==> config.mk <==
export PLATFORM = sky130hd
export DESIGN_NAME = delay_scheduler
export DESIGN_NICKNAME = d
export VERILOG_FILES = /design/src/rtl/delay_scheduler.sv
export SDC_FILE = /design/constraint.sdc
export NUM_CORES = 1
export LEC_CHECK = 0
export ABC_AREA = 1
export BUFFER_PORTS_ARGS = -buffer_cell sky130_fd_sc_hd__buf_2
export CAP_MARGIN = 20
export CORE_MARGIN = 5
export CORE_UTILIZATION = 40
export CTS_BUF_LIST = sky130_fd_sc_hd__clkbuf_8
export DETAILED_ROUTE_END_ITERATION = 16
export PLACE_DENSITY_LB_ADDON = 0.15
export SLEW_MARGIN = 40
export SYNTH_ARGS = -nofsm -noshare
export SYNTH_HDL_FRONTEND = slang
export SYNTH_SLANG_ARGS = --single-unit
==> constraint.sdc <==
create_clock -name clk_in -period 2.5 [get_ports clk_in]
set_input_delay 0.125 -clock clk_in [delete_from_list [all_inputs] [get_ports clk_in]]
set_output_delay 0.125 -clock clk_in [all_outputs]
set_load 0.05 [all_outputs]
==> src/rtl/delay_scheduler.sv <==
// Round-robin shared tick timer: grants one requester, counts its delay in PRESCALE-cycle ticks, pulses done.
// Grant 1 cycle after req is seen, done D*PRESCALE cycles later; owner aborts by dropping req, others wait.
module delay_scheduler #(
  parameter int N_REQ    = 4,
  parameter int DW       = 24,
  parameter int PRESCALE = 27
) (
  input  logic                clk_in,
  input  logic                reset_n,
  input  logic [N_REQ-1:0]    req,
  input  logic [N_REQ*DW-1:0] delay,
  output logic [N_REQ-1:0]    grant,
  output logic [N_REQ-1:0]    done,
  output logic                busy,
  output logic [DW-1:0]       remaining
);

  localparam int PTRW = $clog2(N_REQ);
  localparam int PW   = (PRESCALE > 1) ? $clog2(PRESCALE) : 1;

  typedef enum logic [1:0] {IDLE, RUN, DONE} state_t;

  state_t            state, state_nxt;
  logic [N_REQ-1:0]  grant_nxt;
  logic [PTRW-1:0]   ptr, ptr_nxt;
  logic [DW-1:0]     rem_nxt;
  logic [PW-1:0]     prescaler, pre_nxt;

  logic              win_vld;
  logic [PTRW-1:0]   win_idx;
  logic [PTRW-1:0]   cand;
  logic [DW-1:0]     win_delay;

  // Search starts one past the last winner so a re-requesting owner goes to the back of the line
  always_comb begin
    win_vld = 1'b0;
    win_idx = '0;
    cand    = '0;
    for (int k = 1; k <= N_REQ; k++) begin
      cand = PTRW'((int'(ptr) + k) % N_REQ);
      if (!win_vld && req[cand]) begin
        win_vld = 1'b1;
        win_idx = cand;
      end
    end
  end

  assign win_delay = delay[int'(win_idx)*DW +: DW];

  always_comb begin
    state_nxt = state;
    grant_nxt = grant;
    ptr_nxt   = ptr;
    rem_nxt   = remaining;
    pre_nxt   = prescaler;
    case (state)
      IDLE: begin
        grant_nxt = '0;
        rem_nxt   = '0;
        pre_nxt   = '0;
        if (win_vld) begin
          grant_nxt = N_REQ'(1) << win_idx;
          ptr_nxt   = win_idx;
          rem_nxt   = win_delay;
          state_nxt = (win_delay == '0) ? DONE : RUN;
        end
      end
      RUN: begin
        if (!req[ptr]) begin
          state_nxt = IDLE;
          grant_nxt = '0;
          rem_nxt   = '0;
          pre_nxt   = '0;
        end else if (prescaler == PW'(PRESCALE - 1)) begin
          pre_nxt = '0;
          rem_nxt = remaining - DW'(1);
          if (remaining == DW'(1)) begin
            state_nxt = DONE;
          end
        end else begin
          pre_nxt = prescaler + PW'(1);
        end
      end
      DONE: begin
        state_nxt = IDLE;
        grant_nxt = '0;
        rem_nxt   = '0;
        pre_nxt   = '0;
      end
      default: begin
        state_nxt = IDLE;
        grant_nxt = '0;
        rem_nxt   = '0;
        pre_nxt   = '0;
      end
    endcase
  end

  always_ff @(posedge clk_in or negedge reset_n) begin
    if (!reset_n) begin
      state     <= IDLE;
      grant     <= '0;
      ptr       <= PTRW'(N_REQ - 1);
      remaining <= '0;
      prescaler <= '0;
    end else begin
      state     <= state_nxt;
      grant     <= grant_nxt;
      ptr       <= ptr_nxt;
      remaining <= rem_nxt;
      prescaler <= pre_nxt;
    end
  end

  assign done = (state == DONE) ? grant : '0;
  assign busy = (state != IDLE);

endmodule
==> results.py <==
metrics = {
    "yosys": {
        "syn_inst": 707,
        "synth_area_leaders": "nand2_1, dfrtp_1, nand3_1",
        "synth_most_common_cell": "nand2_1",
        "ys_top_cells_by_count": "nand2_1, nor2_1, nand3_1",
        "synth.top_cell.area_share_pct": 26.9,
        "syn_area_per_cell_sq_um": 5.82,
        "syn_nets": 813,
        "ys_seq_area_share_pct": 22.6,
        "ys_ff_latch": 37,
        "ys.flop_type": "dfrtp_1",
        "netlist_area_sq_um": 4120,
        "yosysWarnings": 0,
        "yosysUniqueCellTypes": 37,
        "synthArstFlopShare_pct": 100,
        "synth_edf_count": 0,
        "synth_area_leader_cell": "nand2_1",
    },
    "sta": {
        "tightest_slew_ps": 496,
        "fin_ws_ps": -55.8,
        "min_period_over_period_pct": 102,
        "clock.fmax_ghz": 0.391,
        "rsz0062_at_grt": "yes",
        "min_period_ps": 2560,
        "maxSlewViolCount": 0,
        "slew_headroom_pct": 66.9,
        "finalHoldViolCount": 0,
        "finalSetupViolCount": 3,
        "fin_hold_ws_ps": 339,
        "final.setup_skew_ps": 11.2,
    },
    "cts": {
        "cts.sinks": 37,
        "clk_path_buf_depth": 2,
        "clock_latency_ps": 300,
        "cts_buffers": 5,
        "cts_tree": "done",
        "clk_transition_reported_paths_ps": 90,
        "htree_levels": 2,
        "cts-root-buf": "clkbuf_8",
    },
    "finish": {
        "n_fill_cell": 1010,
        "final_layout_size_suffix_gt1_share_pct": 34.4,
        "syn_to_final_growth_pct": 40.0,
        "diodes": 0,
        "final_cells": 1018,
        "nets": 987,
        "fin_util_pct": 56.6,
    },
    "critical_path": {
        "cpMostUsedCell": "nand2_1",
        "crit_fanout": 16,
        "cp-start-kind": "register",
        "crit_arrival_ps": 2750,
        "cp_top_family": "simple AND/OR/NAND/NOR gates",
        "criticalPathCategory": "reg2reg",
        "cpPeakStageDelay_ps": 600,
        "cp_num_buf_inv": 3,
        "end_kind": "register",
        "crit_chain": "buf_12 > nand2_1 > nand3_1 > nand2_2 > nand2_2 > nand2_4 > nor2_8 > nand2_8 > nand2_8 > buf_12 > nand2_1 > nand2_1 > nand2_1 > nand2_2 > inv_2 > nor2_1 > nand2_1 > nor2_2 > nand3_1 > nand2_1 > nand2_1",
        "required_ps": 2700,
        "crit_slowest_cell": "dfstp_2",
    },
    "detailed_routing": {
        "viasPerCell": 5.05,
        "drt_first_pass_iters": 6,
        "drt_iter0_drc": 345,
        "vias": 5139,
        "finalWirelength_mm": 14.2,
        "drcViolationCount": 0,
        "drtAntennaViolNets": 0,
        "avgRoutedWirePerCell_um": 14.0,
    },
    "placement": {
        "hpwl_mm": 10.9,
        "port_buffers": 134,
        "preCtsSetupSlack_ps": -156,
        "gp_congestion": 0.929,
        "dp.cells": 991,
    },
    "floorplanning": {
        "core-area_sq_um": 10200,
        "dieArea_sq_um": 12400,
        "die_w_um": 111,
        "die_height_um": 111,
        "io_pins": 135,
        "rows": 37,
        "initial_core_util_pct": 40.4,
    },
    "min_path": {
        "holdCritPathClass": "in2async",
    },
    "grt": {
        "overflow": 0,
        "grt_pass1_vias": 4736,
        "antenna_found_initial": 0,
        "grtUsageTotal_pct": 21.3,
        "grt_pass1_wl_mm": 22.4,
        "grt_start_max_net_pins": 38,
    },
    "job": {
        "drv_cap": 0,
    },
    "outcome": {
        "failed_checks": "setup timing",
        "status": "finished with violations",
    },
}
## cells by family after synthesis
group | count (synthesis) | synth area share, %
and+or+nand+nor | 479 | 50.1
buffers and inverters | 104 | 11.9
AOI/OAI and AO/OA | 58 | 8.33
DFF | 37 | 22.6
xor gates and xnor gates | 17 | 3.62
muxes | 8 | 2.19
adders and majority gates | 4 | 1.22
## cell type report
class / count / area, sq um / area share [%]
Clock buffer: 7 / 96.3 / 1.67
Clock inverter: 1 / 8.76 / 0.152
Inverter: 72 / 273 / 4.73
Multi-Input combinational cell: 568 / 2950 / 51.1
Sequential cell: 37 / 928 / 16.1
Tap cell: 136 / 170 / 2.95
Timing Repair Buffer: 197 / 1340 / 23.3
## layout by cell type (no fill, tap or decap), types with 10 or more instances in the layout
| cell | Yosys | final |
|---|---|---|
| nand2_1 | 295 | 264 |
| dfrtp_1 | 35 | 35 |
| inv_2 | 7 | 10 |
| o21ai_0 | 30 | 16 |
| buf_2 | 12 | 133 |
| xor2_1 | 15 | 15 |
| buf_4 | 4 | 45 |
| inv_1 | 65 | 61 |
| nand2_2 | 6 | 35 |
| nor2_1 | 76 | 63 |
| o21ai_1 | 2 | 14 |
| nand3_1 | 74 | 72 |
| nor2_2 | 0 | 10 |
## worst register-to-register path, cell delays in order, from the launching register on
cell	delay, ps
dfstp_2	600
buf_12	130
nand2_1	80
nand3_1	100
nand2_2	80
nand2_2	90
nand2_4	90
nor2_8	150
nand2_8	100
nand2_8	120
buf_12	150
nand2_1	50
nand2_1	60
nand2_1	60
nand2_2	120
inv_2	40
nor2_1	110
nand2_1	70
nor2_2	100
nand3_1	70
nand2_1	60
nand2_1	40
## final timing paths
| path | cells past startpoint | start | to | slack (ps) |
|---|---|---|---|---|
| max reg2reg | 21 | ptr[0] | state[0] | -60 |
| min in group clk_in | 10 | delay[62] | state[1] | 390 |
| min | 2 | reset_n | state[0] | 340 |
| max | 21 | ptr[0] | state[0] | -60 |
| min reg2reg | 1 | prescaler[0] | prescaler[0] | 500 |
| max in group asynchronous | 2 | reset_n | ptr[1] | 1810 |
## state kept, by name, indices dropped and copies added (netlist names)
register   flops
state          2
remaining     24
ptr            2
prescaler      5
grant          4
## per-layer routing
| layer | vias to the layer above | wire length [um] | global-route usage (%) |
|---|---|---|---|
| met3 | 19 | 810 | 3.59 |
| li1 | 2575 | - | - |
| met2 | 167 | 6880 | 36.7 |
| met5 | - | 0 | 0 |
| met1 | 2378 | 6370 | 28.0 |
| met4 | 0 | 172 | 4.95 |
## timing repair
action,4_1_cts,5_1_grt
gates cloned,3,2
pin swaps,3,13
hold buffers,1,0
buffers inserted,3,10
hold endpoints to repair,35,0
endpoints found under the setup margin,10,26
gates resized for setup,14,78
## stage by stage
| stage | instance area (sq um) | TNS, ps |
|---|---|---|
| global placement | 5190 | -168 |
| global route | 5760 | -2350 |
| detailed placement | 5190 | -289 |
| CTS | 5450 | -272 |
| floorplan | 4120 | 0 |
| finish | 5760 | -94.3 |
Power is not shown: default switching activity piles up to over one toggle a cycle in this logic, so the estimate is an artifact.
